===== src/rtl/ldpc_lane_seq_if.sv =====
// ----------------------------------------------------------------------------
// ldpc_lane_seq_if
//   Bundles the request, response and ALU-facing signals of the packed-int8
//   LDPC sequencer.
//
//   master : execute-stage side (request producer, result consumer, and the
//            integer ALU that answers the sequencer's scalar issues)
//   slave  : the sequencer itself
//
//   Signals
//     flush                         drop any in-flight op
//     req_valid / req_ready         request handshake
//     req_operator                  LDPC operator code
//     req_operand_a / req_operand_b packed lanes, lane k = bits [8k+7:8k]
//     req_trans_id                  scoreboard tag of the request
//     rsp_valid / rsp_ready         result handshake
//     rsp_result                    repacked 32-bit result
//     rsp_trans_id                  tag of the result
//     rsp_sat                       lane saturation flag (LDPC_SEQ_SAT_FLAG_EN only)
//     alu_fu .. alu_trans_id        fu_data fields driven into the ALU
//     alu_result                    ALU result_o
//
//   Optional feature macro: LDPC_SEQ_SAT_FLAG_EN adds rsp_sat.
// ----------------------------------------------------------------------------
interface ldpc_lane_seq_if #(
  parameter int unsigned XLEN          = 64,
  parameter int unsigned TRANS_ID_BITS = 3,
  parameter int unsigned OP_BITS       = 8,
  parameter int unsigned FU_BITS       = 4
);
  logic                     flush;

  logic                     req_valid;
  logic                     req_ready;
  logic [OP_BITS-1:0]       req_operator;
  logic [31:0]              req_operand_a;
  logic [31:0]              req_operand_b;
  logic [TRANS_ID_BITS-1:0] req_trans_id;

  logic                     rsp_valid;
  logic                     rsp_ready;
  logic [31:0]              rsp_result;
  logic [TRANS_ID_BITS-1:0] rsp_trans_id;
`ifdef LDPC_SEQ_SAT_FLAG_EN
  logic                     rsp_sat;
`endif

  logic [FU_BITS-1:0]       alu_fu;
  logic [OP_BITS-1:0]       alu_operator;
  logic [XLEN-1:0]          alu_operand_a;
  logic [XLEN-1:0]          alu_operand_b;
  logic [XLEN-1:0]          alu_imm;
  logic [TRANS_ID_BITS-1:0] alu_trans_id;
  logic [XLEN-1:0]          alu_result;

`ifdef LDPC_SEQ_SAT_FLAG_EN
  modport master (
    output flush, req_valid, req_operator, req_operand_a, req_operand_b, req_trans_id,
    output rsp_ready, alu_result,
    input  req_ready, rsp_valid, rsp_result, rsp_trans_id, rsp_sat,
    input  alu_fu, alu_operator, alu_operand_a, alu_operand_b, alu_imm, alu_trans_id
  );

  modport slave (
    input  flush, req_valid, req_operator, req_operand_a, req_operand_b, req_trans_id,
    input  rsp_ready, alu_result,
    output req_ready, rsp_valid, rsp_result, rsp_trans_id, rsp_sat,
    output alu_fu, alu_operator, alu_operand_a, alu_operand_b, alu_imm, alu_trans_id
  );
`else
  modport master (
    output flush, req_valid, req_operator, req_operand_a, req_operand_b, req_trans_id,
    output rsp_ready, alu_result,
    input  req_ready, rsp_valid, rsp_result, rsp_trans_id,
    input  alu_fu, alu_operator, alu_operand_a, alu_operand_b, alu_imm, alu_trans_id
  );

  modport slave (
    input  flush, req_valid, req_operator, req_operand_a, req_operand_b, req_trans_id,
    input  rsp_ready, alu_result,
    output req_ready, rsp_valid, rsp_result, rsp_trans_id,
    output alu_fu, alu_operator, alu_operand_a, alu_operand_b, alu_imm, alu_trans_id
  );
`endif
endinterface


===== src/rtl/ldpc_lane_seq.sv =====
// ----------------------------------------------------------------------------
// ldpc_lane_seq
//   Packed-int8 LDPC sequencer in front of the integer ALU. A lane op is
//   issued to the ALU once per int8 lane on consecutive cycles; the low byte
//   of each ALU result is captured into its lane and the repacked word is
//   returned. Any other operator is a single full-width ALU issue.
//
//   Ports
//     clk_i   clock
//     rst_ni  asynchronous reset, active low
//     bus     ldpc_lane_seq_if.slave (request, response, ALU fu_data/result)
//
//   Optional feature macro: LDPC_SEQ_SAT_FLAG_EN
//     Adds rsp_sat: set in DONE when an ADD_SAT/SUB_SAT lane's raw 9-bit
//     signed sum/difference falls outside [-127,127].
//
//   state    | meaning
//   ---------+-------------------------------------------------------------
//   ST_IDLE  | ready for a request, ALU inputs quiet
//   ST_ISSUE | driving the ALU; one lane per cycle (or one scalar issue)
//   ST_DONE  | result valid and held until the consumer takes it
// ----------------------------------------------------------------------------
module ldpc_lane_seq #(
  parameter int unsigned NR_LANES      = 4,
  parameter int unsigned XLEN          = 64,
  parameter int unsigned TRANS_ID_BITS = 3,
  parameter int unsigned OP_BITS       = 8,
  parameter int unsigned FU_BITS       = 4
) (
  input logic           clk_i,
  input logic           rst_ni,
  ldpc_lane_seq_if.slave bus
);

  localparam logic [OP_BITS-1:0] OP_ADD          = OP_BITS'(0);
  localparam logic [OP_BITS-1:0] OP_LDPC_MIN     = OP_BITS'(100);
  localparam logic [OP_BITS-1:0] OP_LDPC_MAX     = OP_BITS'(101);
  localparam logic [OP_BITS-1:0] OP_LDPC_ABS     = OP_BITS'(102);
  localparam logic [OP_BITS-1:0] OP_LDPC_ADD_SAT = OP_BITS'(103);
  localparam logic [OP_BITS-1:0] OP_LDPC_SUB_SAT = OP_BITS'(104);
  localparam logic [OP_BITS-1:0] OP_LDPC_NMESS   = OP_BITS'(105);

  localparam logic [FU_BITS-1:0] FU_NONE = FU_BITS'(0);
  localparam logic [FU_BITS-1:0] FU_ALU  = FU_BITS'(1);

  localparam int unsigned ACC_W     = 8 * NR_LANES;
  localparam logic [1:0]  LAST_LANE = 2'(NR_LANES - 1);

  typedef enum logic [1:0] {
    ST_IDLE,
    ST_ISSUE,
    ST_DONE
  } state_e;

  state_e                   state_q;
  logic [OP_BITS-1:0]       op_q;
  logic                     lane_op_q;
  logic [31:0]              a_q;
  logic [31:0]              b_q;
  logic [TRANS_ID_BITS-1:0] tid_q;
  logic [1:0]               lane_q;
  logic [ACC_W-1:0]         acc_q;
  logic [ACC_W-1:0]         acc_next;
  logic                     valid_q;
  logic [31:0]              result_q;
  logic [TRANS_ID_BITS-1:0] rsp_tid_q;

  logic                     accept;
  logic [7:0]               a_byte;
  logic [7:0]               b_byte;
  logic                     unused_alu_hi;

  function automatic logic is_lane_op(input logic [OP_BITS-1:0] op);
    return (op == OP_LDPC_MIN) || (op == OP_LDPC_MAX) || (op == OP_LDPC_ABS) ||
           (op == OP_LDPC_ADD_SAT) || (op == OP_LDPC_SUB_SAT) || (op == OP_LDPC_NMESS);
  endfunction

  assign a_byte = a_q[{3'b000, lane_q, 3'b000} +: 8];
  assign b_byte = b_q[{3'b000, lane_q, 3'b000} +: 8];

  // Lane ops only consume the low byte, scalar ops only the low word.
  assign unused_alu_hi = ^bus.alu_result[XLEN-1:32];

  // Flush wins over a same-cycle request. In DONE a new request may be taken
  // on the same edge that the consumer takes the result.
  always_comb begin
    bus.req_ready = 1'b0;
    if (!bus.flush) begin
      bus.req_ready = (state_q == ST_IDLE) || ((state_q == ST_DONE) && bus.rsp_ready);
    end
  end

  assign accept = bus.req_valid && bus.req_ready;

  always_comb begin
    acc_next = acc_q;
    for (int k = 0; k < int'(NR_LANES); k++) begin
      if (lane_q == 2'(k)) begin
        acc_next[8*k +: 8] = bus.alu_result[7:0];
      end
    end
  end

  always_comb begin
    bus.alu_fu        = FU_NONE;
    bus.alu_operator  = OP_ADD;
    bus.alu_operand_a = '0;
    bus.alu_operand_b = '0;
    bus.alu_imm       = '0;
    bus.alu_trans_id  = '0;
    if (state_q == ST_ISSUE) begin
      bus.alu_fu       = FU_ALU;
      bus.alu_operator = op_q;
      bus.alu_trans_id = tid_q;
      if (lane_op_q) begin
        bus.alu_operand_a = {{(XLEN-8){1'b0}}, a_byte};
        bus.alu_operand_b = {{(XLEN-8){1'b0}}, b_byte};
      end else begin
        bus.alu_operand_a = {{(XLEN-32){1'b0}}, a_q};
        bus.alu_operand_b = {{(XLEN-32){1'b0}}, b_q};
      end
    end
  end

`ifdef LDPC_SEQ_SAT_FLAG_EN
  logic              sat_op_q;
  logic              sat_acc_q;
  logic              sat_q;
  logic signed [8:0] raw_lane;
  logic              lane_over;

  // Raw (unsaturated) lane result, sign-extended to 9 bits so it cannot wrap.
  always_comb begin
    if (op_q == OP_LDPC_SUB_SAT) begin
      raw_lane = $signed({a_byte[7], a_byte}) - $signed({b_byte[7], b_byte});
    end else begin
      raw_lane = $signed({a_byte[7], a_byte}) + $signed({b_byte[7], b_byte});
    end
    lane_over = sat_op_q && ((raw_lane > 9'sd127) || (raw_lane < -9'sd127));
  end

  assign bus.rsp_sat = sat_q;
`endif

  always_ff @(posedge clk_i or negedge rst_ni) begin
    if (!rst_ni) begin
      state_q   <= ST_IDLE;
      op_q      <= '0;
      lane_op_q <= 1'b0;
      a_q       <= '0;
      b_q       <= '0;
      tid_q     <= '0;
      lane_q    <= '0;
      acc_q     <= '0;
      valid_q   <= 1'b0;
      result_q  <= '0;
      rsp_tid_q <= '0;
`ifdef LDPC_SEQ_SAT_FLAG_EN
      sat_op_q  <= 1'b0;
      sat_acc_q <= 1'b0;
      sat_q     <= 1'b0;
`endif
    end else if (bus.flush) begin
      state_q   <= ST_IDLE;
      lane_q    <= '0;
      acc_q     <= '0;
      valid_q   <= 1'b0;
      result_q  <= '0;
      rsp_tid_q <= '0;
`ifdef LDPC_SEQ_SAT_FLAG_EN
      sat_acc_q <= 1'b0;
      sat_q     <= 1'b0;
`endif
    end else begin
      case (state_q)
        ST_IDLE: begin
          if (accept) state_q <= ST_ISSUE;
        end

        ST_ISSUE: begin
`ifdef LDPC_SEQ_SAT_FLAG_EN
          sat_acc_q <= sat_acc_q | lane_over;
`endif
          if (!lane_op_q || (lane_q == LAST_LANE)) begin
            state_q   <= ST_DONE;
            valid_q   <= 1'b1;
            rsp_tid_q <= tid_q;
            result_q  <= lane_op_q ? 32'(acc_next) : bus.alu_result[31:0];
`ifdef LDPC_SEQ_SAT_FLAG_EN
            sat_q     <= sat_acc_q | lane_over;
`endif
          end else begin
            acc_q  <= acc_next;
            lane_q <= lane_q + 2'd1;
          end
        end

        ST_DONE: begin
          if (bus.rsp_ready) begin
            valid_q   <= 1'b0;
            result_q  <= '0;
            rsp_tid_q <= '0;
`ifdef LDPC_SEQ_SAT_FLAG_EN
            sat_q     <= 1'b0;
`endif
            state_q   <= accept ? ST_ISSUE : ST_IDLE;
          end
        end

        default: state_q <= ST_IDLE;
      endcase

      if (accept) begin
        op_q      <= bus.req_operator;
        lane_op_q <= is_lane_op(bus.req_operator);
        a_q       <= bus.req_operand_a;
        b_q       <= bus.req_operand_b;
        tid_q     <= bus.req_trans_id;
        lane_q    <= '0;
        acc_q     <= '0;
`ifdef LDPC_SEQ_SAT_FLAG_EN
        sat_op_q  <= (bus.req_operator == OP_LDPC_ADD_SAT) ||
                     (bus.req_operator == OP_LDPC_SUB_SAT);
        sat_acc_q <= 1'b0;
`endif
      end
    end
  end

  assign bus.rsp_valid    = valid_q;
  assign bus.rsp_result   = result_q;
  assign bus.rsp_trans_id = rsp_tid_q;

endmodule


===== src/flat_wrapper.sv =====
// flat-port wrapper written by rule: the top's interface ports become plain ports
module ldpc_lane_seq_flat 
#(
  parameter int unsigned NR_LANES      = 4,
  parameter int unsigned XLEN          = 64,
  parameter int unsigned TRANS_ID_BITS = 3,
  parameter int unsigned OP_BITS       = 8,
  parameter int unsigned FU_BITS       = 4
)
  (clk_i, rst_ni, bus_flush, bus_req_valid, bus_req_operator, bus_req_operand_a, bus_req_operand_b, bus_req_trans_id, bus_rsp_ready, bus_alu_result, bus_req_ready, bus_rsp_valid, bus_rsp_result, bus_rsp_trans_id, bus_alu_fu, bus_alu_operator, bus_alu_operand_a, bus_alu_operand_b, bus_alu_imm, bus_alu_trans_id);
  ldpc_lane_seq_if #(.XLEN(XLEN), .TRANS_ID_BITS(TRANS_ID_BITS), .OP_BITS(OP_BITS), .FU_BITS(FU_BITS)) bus_i ();
  input logic clk_i;
  input logic rst_ni;
  input wire logic [$bits(bus_i.flush)-1:0] bus_flush;
  input wire logic [$bits(bus_i.req_valid)-1:0] bus_req_valid;
  input wire logic [$bits(bus_i.req_operator)-1:0] bus_req_operator;
  input wire logic [$bits(bus_i.req_operand_a)-1:0] bus_req_operand_a;
  input wire logic [$bits(bus_i.req_operand_b)-1:0] bus_req_operand_b;
  input wire logic [$bits(bus_i.req_trans_id)-1:0] bus_req_trans_id;
  input wire logic [$bits(bus_i.rsp_ready)-1:0] bus_rsp_ready;
  input wire logic [$bits(bus_i.alu_result)-1:0] bus_alu_result;
  output wire logic [$bits(bus_i.req_ready)-1:0] bus_req_ready;
  output wire logic [$bits(bus_i.rsp_valid)-1:0] bus_rsp_valid;
  output wire logic [$bits(bus_i.rsp_result)-1:0] bus_rsp_result;
  output wire logic [$bits(bus_i.rsp_trans_id)-1:0] bus_rsp_trans_id;
  output wire logic [$bits(bus_i.alu_fu)-1:0] bus_alu_fu;
  output wire logic [$bits(bus_i.alu_operator)-1:0] bus_alu_operator;
  output wire logic [$bits(bus_i.alu_operand_a)-1:0] bus_alu_operand_a;
  output wire logic [$bits(bus_i.alu_operand_b)-1:0] bus_alu_operand_b;
  output wire logic [$bits(bus_i.alu_imm)-1:0] bus_alu_imm;
  output wire logic [$bits(bus_i.alu_trans_id)-1:0] bus_alu_trans_id;
  assign bus_i.flush = bus_flush;
  assign bus_i.req_valid = bus_req_valid;
  assign bus_i.req_operator = bus_req_operator;
  assign bus_i.req_operand_a = bus_req_operand_a;
  assign bus_i.req_operand_b = bus_req_operand_b;
  assign bus_i.req_trans_id = bus_req_trans_id;
  assign bus_i.rsp_ready = bus_rsp_ready;
  assign bus_i.alu_result = bus_alu_result;
  assign bus_req_ready = bus_i.req_ready;
  assign bus_rsp_valid = bus_i.rsp_valid;
  assign bus_rsp_result = bus_i.rsp_result;
  assign bus_rsp_trans_id = bus_i.rsp_trans_id;
  assign bus_alu_fu = bus_i.alu_fu;
  assign bus_alu_operator = bus_i.alu_operator;
  assign bus_alu_operand_a = bus_i.alu_operand_a;
  assign bus_alu_operand_b = bus_i.alu_operand_b;
  assign bus_alu_imm = bus_i.alu_imm;
  assign bus_alu_trans_id = bus_i.alu_trans_id;
  ldpc_lane_seq #(.NR_LANES(NR_LANES), .XLEN(XLEN), .TRANS_ID_BITS(TRANS_ID_BITS), .OP_BITS(OP_BITS), .FU_BITS(FU_BITS)) u_core (.clk_i(clk_i), .rst_ni(rst_ni), .bus(bus_i));
endmodule

===== config.mk =====
export PLATFORM = sky130hd
export DESIGN_NAME = ldpc_lane_seq_flat
export DESIGN_NICKNAME = d
export VERILOG_FILES = /design/src/rtl/ldpc_lane_seq_if.sv /design/src/rtl/ldpc_lane_seq.sv /design/src/flat_wrapper.sv
export SDC_FILE = /design/constraint.sdc
export NUM_CORES = 1
export LEC_CHECK = 0
export CAP_MARGIN = 5
export CORE_MARGIN = 3
export CORE_UTILIZATION = 32
export DETAILED_ROUTE_END_ITERATION = 16
export GPL_TIMING_DRIVEN = 0
export PLACE_DENSITY = 0.64
export SLEW_MARGIN = 25
export SYNTH_ARGS = -nofsm -noshare
export SYNTH_HDL_FRONTEND = slang
export SYNTH_SLANG_ARGS = --single-unit

===== constraint.sdc =====
create_clock -name clk_i -period 2.6 [get_ports clk_i]
set_input_delay 0.26 -clock clk_i [delete_from_list [all_inputs] [get_ports clk_i]]
set_output_delay 0.26 -clock clk_i [all_outputs]
set_load 0.1 [all_outputs]

-- Yosys cells after proc, flatten, opt, wreduce, memory -nomap -nowiden
Cells that the tools add are included.
- $add $sub $neg: 1
- equal/unequal tests: 15
- shift-type cells: 2
- multiplexer cells: 39
- bitwise logic cells: 1
- reduce and logical (&&, ||, !) cells: 18
- operators with widths (kind ; count):
    $mux 32 ; 10
    $mux 64 ; 2
    $pmux 32 s2 ; 1
    $shiftx 32x6->8 ; 2
    $eq 8x7->1 const B ; 6
    $mux 8 ; 5
    $mux 2 ; 8
    $mux 3 ; 4
    $logic_or 1x1->1 ; 7
    $eq 2x2->1 const B ; 3
    $mux 1 ; 6
    $ne 3x2->1 const B ; 2
    $ne 3x3->1 const B ; 2
    $pmux 2 s3 ; 1
    $pmux 3 s2 ; 1
    $reduce_and 3->1 ; 2
    $reduce_bool 3->1 ; 2
    $eq 2x1->1 const B ; 2
    $logic_not 2->1 ; 2
    $reduce_and 2->1 ; 2
    $add 2x1->2 const B ; 1
    $logic_and 1x1->1 ; 2
    $pmux 1 s2 ; 1
    $logic_not 1->1 ; 1
    $not 1->1 ; 1
- flip-flop bits (word level): 148
- input port bits: 144
- output and inout port bits: 244
- word-level logic and storage cells: 87

-- Logic depth before layout (Yosys ltp)
Gate-level depths: netlist of run 1.
- depth in word-level cells: 9
- gate-level depth with buffers: 9
- gate-level depth less buffers: 5

-- Least setup slack after synthesis of run 1
No wires, ideal clock.
- path kind: flip-flop to output port
- start point: register u_core.state_q[0]
- end point: output port bus_alu_operand_b[0]
- data arrival time: 2754 ps
- required time: 2340 ps
- path slack: -414 ps
- stages on the path, launching flop included: 7
- path buffers: 3
- cells stage by stage: dfrtp_1 nor2b_1 buf_2 clkbuf_1 clkbuf_1 o21ai_0 a21oi_1
- word-level cells in the longest chain between the ends: 2
- ends and longest elaborated chain (element ; line ; RTL):
    start: declaration ; ldpc_lane_seq.sv:55 ; state_e state_q;
    start signal: assignment ; ldpc_lane_seq.sv:206 ; state_q <= accept ? ST_ISSUE : ST_IDLE;
    $eq 2x1->1 ; ldpc_lane_seq.sv:111 ; if (state_q == ST_ISSUE) begin
    $mux 64 ; ldpc_lane_seq.sv:111 ;
    end: declaration ; flat_wrapper.sv:29 ; output wire logic [$bits(bus_i.alu_operand_b)-1:0] bus_alu_operand_b;
Every way passes these cells.

-- Worst setup path after layout of run 1
- start point: register u_core.lane_q[0]
- end point: output port bus_alu_operand_b[4]
- word-level cells in the longest chain between the ends: 3
- ends and longest elaborated chain (element ; line ; RTL):
    start: declaration ; ldpc_lane_seq.sv:61 ; logic [1:0] lane_q;
    start signal: assignment ; ldpc_lane_seq.sv:194 ; lane_q <= lane_q + 2'd1;
    $shiftx 32x6->8 ; ldpc_lane_seq.sv:79 ; assign b_byte = b_q[{3'b000, lane_q, 3'b000} +: 8];
    $mux 32 ; ldpc_lane_seq.sv:115 ; if (lane_op_q) begin
    $mux 64 ; ldpc_lane_seq.sv:111 ;
Every way passes these cells.

==> out/qor.yml, run 1 <==
sta:
  relSlewSlack_pct: 32.8
  setup_viol: 0
  fin_crit_sh_pct: 96.9
  worstMarginPinSlew_ns: 1.00
  rsz0062_at_grt: "false"
  fin_hold_ws_ns: 0.426
  period_minus_slack_ns: 2.52
  drv_slew: 0
  worst_slack_ns: 0.0812
  skew_ns: 0.0142
  max_freq_ghz: 0.397
  fin_tns_setup_ns: 0
  hold_viol: 0
clock_network:
  h-tree-depth: 4
  cts_tree: "yes"
  cts_buffers: 17
  clockBufferDepth: 2
  clk_pin_slew_ns: 0.07
  clk_latency_ns: 0.42
  cts_setup_buffers: 0
  cts.sinks: 148
  cts-root-buf: "clkbuf_16"
synthesis:
  async_flop_share_pct: 100
  ys.flop_type: "dfrtp_1"
  ys_top_cells_by_count: "148 x dfrtp_1, 132 x buf_4, 97 x mux2_2, 52 x a21oi_1, 48 x and3_1"
  netlist_area_mm2: 0.00838
  synth_top_area_share_pct: 44.2
  netlist_instances: 783
  yosysUniqueCellTypes: 40
  synth_edf_count: 0
  ys_ff_latch: 148
  seq_area_frac_synth_pct: 44.2
  synth_most_common_cell: "dfrtp_1"
  syn_area_per_cell_um2: 10.7
  yosys_warnings: 0
  synth.area.top_cells: "dfrtp_1 44%, mux2_2 13%, buf_4 12%"
  synth_area_leader_cell: "dfrtp_1"
die:
  std_cell_rows: 58
  dieArea_mm2: 0.0282
  initial_core_util_pct: 32.9
  die_h_um: 168
  core_mm2: 0.0255
  die_x_um: 168
  io_pins: 388
drt:
  detail-route-antenna-nets: 0
  firstDrtPassIters: 8
  routed_wl_mm: 27.1
  vias: 6868
  drc: 0
  vias_per_cell: 4.59
  drt-initial-drc-count: 382
  post_drt_wl_per_cell_um: 18.1
placement:
  post-dp-hpwl_mm: 20.3
  routabilityCongestion: 0.805
  dp_slack_ns: -1.13
  portBuffers: 223
  placed_cell_area_mm2: 0.0116
  dpl.cell_count: 1467
grt:
  grt_overflow: 0
  grt_use_total_pct: 18.8
  grt_pass1_wl_mm: 41.5
  antenna_found_initial: 0
  first_global_vias: 6905
  grt_max_degree: 79
setup_path:
  cp-start-kind: "register"
  arrival_ns: 2.26
  cp_max_fo: 10
  critPathCaptureType: "output port"
  crit_type: "reg -> out"
  crit_required_ns: 2.34
final_layout:
  instances_no_fill: 1497
  final_area_mm2: 0.0121
  drive_gt1_share_pct: 33.1
  fin_util_pct: 47.7
  num_antenna_cells: 0
  area_growth_pct: 44.8
  nets: 1302
power_and_ir_drop:
  cellLeakagePower_nw: 5.69
  power.density_mw_per_mm2: 775
  peakVddDrop_mv: 0.402
  report.power.total_mw: 9.41
worst_hold_path:
  hp-class: "in -> async"
flow_run:
  maxCapViolations: 0
outcome:
  outcome: "complete, no violations"
## cells in the final DEF, fill, tap and decap left out, types with 22 or more instances in the layout
master           count
buf_2               23
mux2i_1             33
nor2_1              29
dfrtp_1            147
mux2_2              97
buf_4              157
and3_1              48
a21oi_1             44
conb_1             131
clkbuf_4            28
o21ai_0             22
clkdlybuf4s50_1    145
clkbuf_1            25
## metal layers
metal	vias up	part of all wire (%)	track usage [%]
met5	-	0	0
met4	0	0.99	4.13
met3	20	9.6	6.79
met2	301	48	31.5
met1	3280	41	23.5
li1	3267	-	-
## what timing repair did
item                                   CTS  global route
endpoints found under the hold margin   77             0
setup endpoints to repair              103            52
hold buffers                             1             0
gates resized for setup                409            31
## power by group
part           leakage, nW  switching [mW]  internal (mW)  total, mW
combinational         3.51            2.88           1.00       3.88
clock                0.300            1.06           1.58       2.64
sequential            1.88           0.240           2.65       2.89
total                 5.69            4.18           5.24       9.41
## worst max-delay path, cell delays in order (launching register included)
cell      delay [ns]
dfrtp_1         0.44
clkbuf_4        0.28
buf_4           0.25
mux2_2          0.37
o22ai_1         0.19
a21oi_2         0.08
buf_4           0.24
## flip-flops by register name, summed over array words and instances (netlist names)
name	cells
u_core.bus.rsp_valid	1
u_core.b_q	32
u_core.acc_q	32
u_core.tid_q	3
u_core.op_q	8
u_core.a_q	32
u_core.bus.rsp_trans_id	3
u_core.lane_q	2
u_core.bus.rsp_result	32
u_core.lane_op_q	1
u_core.state_q	2
## logic make-up (layout without fill, tap and decap cells)
logic type,count (synthesis),in the layout,synth area share (%)
buf+inv,197,451,15.1
compound gates,132,132,10.1
flops,148,148,44.2
other cells,1,131,0.0447
mux,141,141,18.5
simple gates,159,159,11.4
xor+xnor,1,1,0.105
fa+ha+maj,4,4,0.597
## cell type report
type / instances / area (um^2)
Multi-Input combinational cell: 568 / 3940
Buffer: 189 / 1280
Clock buffer: 20 / 457
Tap cell: 330 / 413
Sequential cell: 148 / 3700
Clock inverter: 12 / 169
Timing Repair Buffer: 225 / 2160
Inverter: 5 / 20.0
Fill cell: 2421 / 13300
## final timing paths
check | from | end | slack (ns) | cells after the start
max | u_core.lane_q[0] | bus_alu_operand_b[4] | 0.08 | 6
min | rst_ni | u_core.a_q[24] | 0.43 | 2
max reg2reg | u_core.lane_q[0] | u_core.bus.rsp_result[22] | 0.17 | 8
min reg2reg | u_core.bus.rsp_valid | u_core.bus.rsp_valid | 0.48 | 1
max in group asynchronous | rst_ni | u_core.bus.rsp_result[15] | 1.37 | 3
min in group clk_i | bus_req_operand_a[17] | u_core.a_q[17] | 0.44 | 2
Note: power is estimated with default switching activity, not from simulation.
==> run 2, diff against run 1 <==
PLACE_DENSITY = not set   (was 0.64)
==> run 2 against run 1 <==
Compared with the run above: design area grew 0.20%; largest cell class unchanged; wire length is 1.4% higher; critical path depth down 1; sequential cell count unchanged; global-route usage fell by 0.28 points; via count rose by 1.2%; non-clock buffer count increased by 2; largest power group unchanged.
==> out/qor.yml, run 2 (same netlist as run 1, synthesis figures left out) <==
outcome:
  outcome: "complete, no violations"  # unchanged
die:
  initial_core_util_pct: 32.9  # unchanged
  core_mm2: 0.0255  # unchanged
  std_cell_rows: 58  # unchanged
  die_x_um: 168  # unchanged
  io_pins: 388  # unchanged
  die_h_um: 168  # unchanged
  dieArea_mm2: 0.0282  # unchanged
clock_network:
  clk_pin_slew_ns: 0.07  # about the same
  cts.sinks: 148  # unchanged
  cts_tree: "yes"  # unchanged
  cts-root-buf: "clkbuf_16"  # unchanged
  clockBufferDepth: 2  # unchanged
  clk_latency_ns: 0.43  # was 0.42 ns
  h-tree-depth: 4  # unchanged
  cts_buffers: 17  # unchanged
setup_path:
  crit_type: "reg -> out"  # unchanged
  cp_max_fo: 10  # unchanged
  crit_required_ns: 2.34  # about the same
  arrival_ns: 2.23  # was 2.26 ns
  cp-start-kind: "register"  # unchanged
  critPathCaptureType: "output port"  # unchanged
placement:
  portBuffers: 223  # unchanged
  dp_slack_ns: -0.984  # was -1.13 ns
  post-dp-hpwl_mm: 20.7  # was 20.3 mm
  routabilityCongestion: 0.809  # was 0.805
sta:
  max_freq_ghz: 0.401  # was 0.397 GHz
  fin_crit_sh_pct: 95.8  # was 96.9%
  relSlewSlack_pct: 29.1  # was 32.8%
  period_minus_slack_ns: 2.49  # was 2.52 ns
  worstMarginPinSlew_ns: 1.06  # was 1.00 ns
  fin_hold_ws_ns: 0.250  # was 0.426 ns
  hold_viol: 0  # unchanged
  skew_ns: 0.0132  # was 0.0142 ns
  rsz0062_at_grt: "true"  # was false
  worst_slack_ns: 0.109  # was 0.0812 ns
  setup_viol: 0  # unchanged
  drv_slew: 0  # unchanged
  fin_tns_setup_ns: 0  # unchanged
drt:
  routed_wl_mm: 27.5  # was 27.1 mm
  vias: 6947  # was 6868
  drc: 0  # unchanged
  detail-route-antenna-nets: 0  # unchanged
  post_drt_wl_per_cell_um: 18.3  # was 18.1 um
  firstDrtPassIters: 4  # was 8
  drt-initial-drc-count: 361  # was 382
  vias_per_cell: 4.64  # was 4.59
power_and_ir_drop:
  report.power.total_mw: 9.39  # was 9.41 mW
  peakVddDrop_mv: 0.404  # was 0.402 mV
  power.density_mw_per_mm2: 772  # was 775 mW/mm^2
  cellLeakagePower_nw: 5.72  # was 5.69 nW
final_layout:
  final_common_cell: "buf_4"  # unchanged
  regArea_mm2: 0.00370  # unchanged
  num_antenna_cells: 0  # unchanged
  mostFrequentLayoutCells: "161 x buf_4, 147 x dfrtp_1, 145 x clkdlybuf4s50_1, 131 x conb_1, 97 x mux2_2"  # was 157 x buf_4, 147 x dfrtp_1, 145 x clkdlybuf4s50_1, 131 x conb_1, 97 x mux2_2
  nets: 1304  # was 1302
  fillerInstances: 2435  # was 2421
  multiInputGateArea_mm2: 0.00394  # about the same
  area_growth_pct: 45.1  # was 44.8%
  fin_util_pct: 47.8  # was 47.7%
  drive_gt1_share_pct: 33.3  # was 33.1%
grt:
  grt_max_degree: 64  # was 79
  grt_pass1_wl_mm: 40.8  # was 41.5 mm
  antenna_found_initial: 0  # unchanged
  grt_overflow: 0  # unchanged
  grt_use_total_pct: 18.6  # was 18.8%
  first_global_vias: 6820  # was 6905
worst_hold_path:
  hp-class: "in -> async"  # unchanged
flow_run:
  maxCapViolations: 0  # unchanged
## run 2: cell types whose count changed in the layout (fill, tap and decap cells not counted), sizes merged
cell / before / now
buf: 191 / 205
clkdlybuf4s15: 16 / 12
clkdlybuf4s18: 0 / 3
clkbuf: 80 / 67
clkinvlp: 2 / 3
## run 2: what timing repair did
action,CTS,global route
hold buffers,1,0
endpoints found under the hold margin,29,0
cloned,0,0
setup endpoints to repair,104,59
resized for setup,411,44
setup buffers,0,0
## run 2: cell type report
class	instances	area share [%]
plain buffers	190	10.5
clock buffers	18	3.53
clock inverters	13	1.45
inverters	5	0.185
multi-input cells	568	32.4
flip-flops and latches	148	30.5
well taps	330	3.39
repair buffers	226	18.0
## run 2: metal layers
| layer | global-route usage, % | wire, um | share of wire [%] | vias up |
|---|---|---|---|---|
| li1 | - | - | - | 3267 |
| met1 | 23.0 | 11400 | 41 | 3371 |
| met2 | 31.5 | 13300 | 48 | 287 |
| met3 | 6.41 | 2510 | 9.1 | 22 |
| met4 | 3.84 | 272 | 0.99 | 0 |
| met5 | 0 | 0 | 0 | - |
## run 2: final timing paths
check                                          from                         to  slack [ns]  cells after the start
max in group asynchronous                    rst_ni       u_core.bus.rsp_valid        1.41                      4
setup reg to reg                   u_core.lane_q[0]  u_core.bus.rsp_result[20]        0.14                      8
setup / recovery                  u_core.state_q[0]       bus_alu_operand_b[9]        0.11                      5
hold reg to reg            u_core.bus.rsp_result[0]   u_core.bus.rsp_result[0]        0.49                      1
min in group clk_i              bus_req_trans_id[0]            u_core.tid_q[0]        0.43                      2
hold / removal                               rst_ni             u_core.op_q[1]        0.25                      2
## run 2: critical path, cell delays in order (launching register included)
cell and delay (ns):
dfrtp_2 0.44, nor2b_1 0.16, buf_4 0.20, clkbuf_1 0.34
and3_1 0.22, buf_2 0.42
## run 2: per-stage QoR
step           area [um^2]  std cells
2_1_floorplan         8900        913
3_3_place_gp         11500       1466
3_5_place_dp         11600       1468
4_1_cts              12100       1498
5_1_grt              12200       1498
6_report             12200       1498
## run 2: report_power, final
group          switching, mW  total, mW  internal [mW]  leakage (nW)
combinational           2.90       3.91           1.01          3.55
clock                   1.07       2.60           1.53         0.291
sequential             0.228       2.88           2.65          1.88
total                   4.20       9.39           5.19          5.72
==> run 3, diff against run 2 <==
ABC_CLOCK_PERIOD_IN_PS = 2600   (was not set)
==> results of run 3 <==
Same layout as run 2: the final DEF is identical, and so are final timing and power.
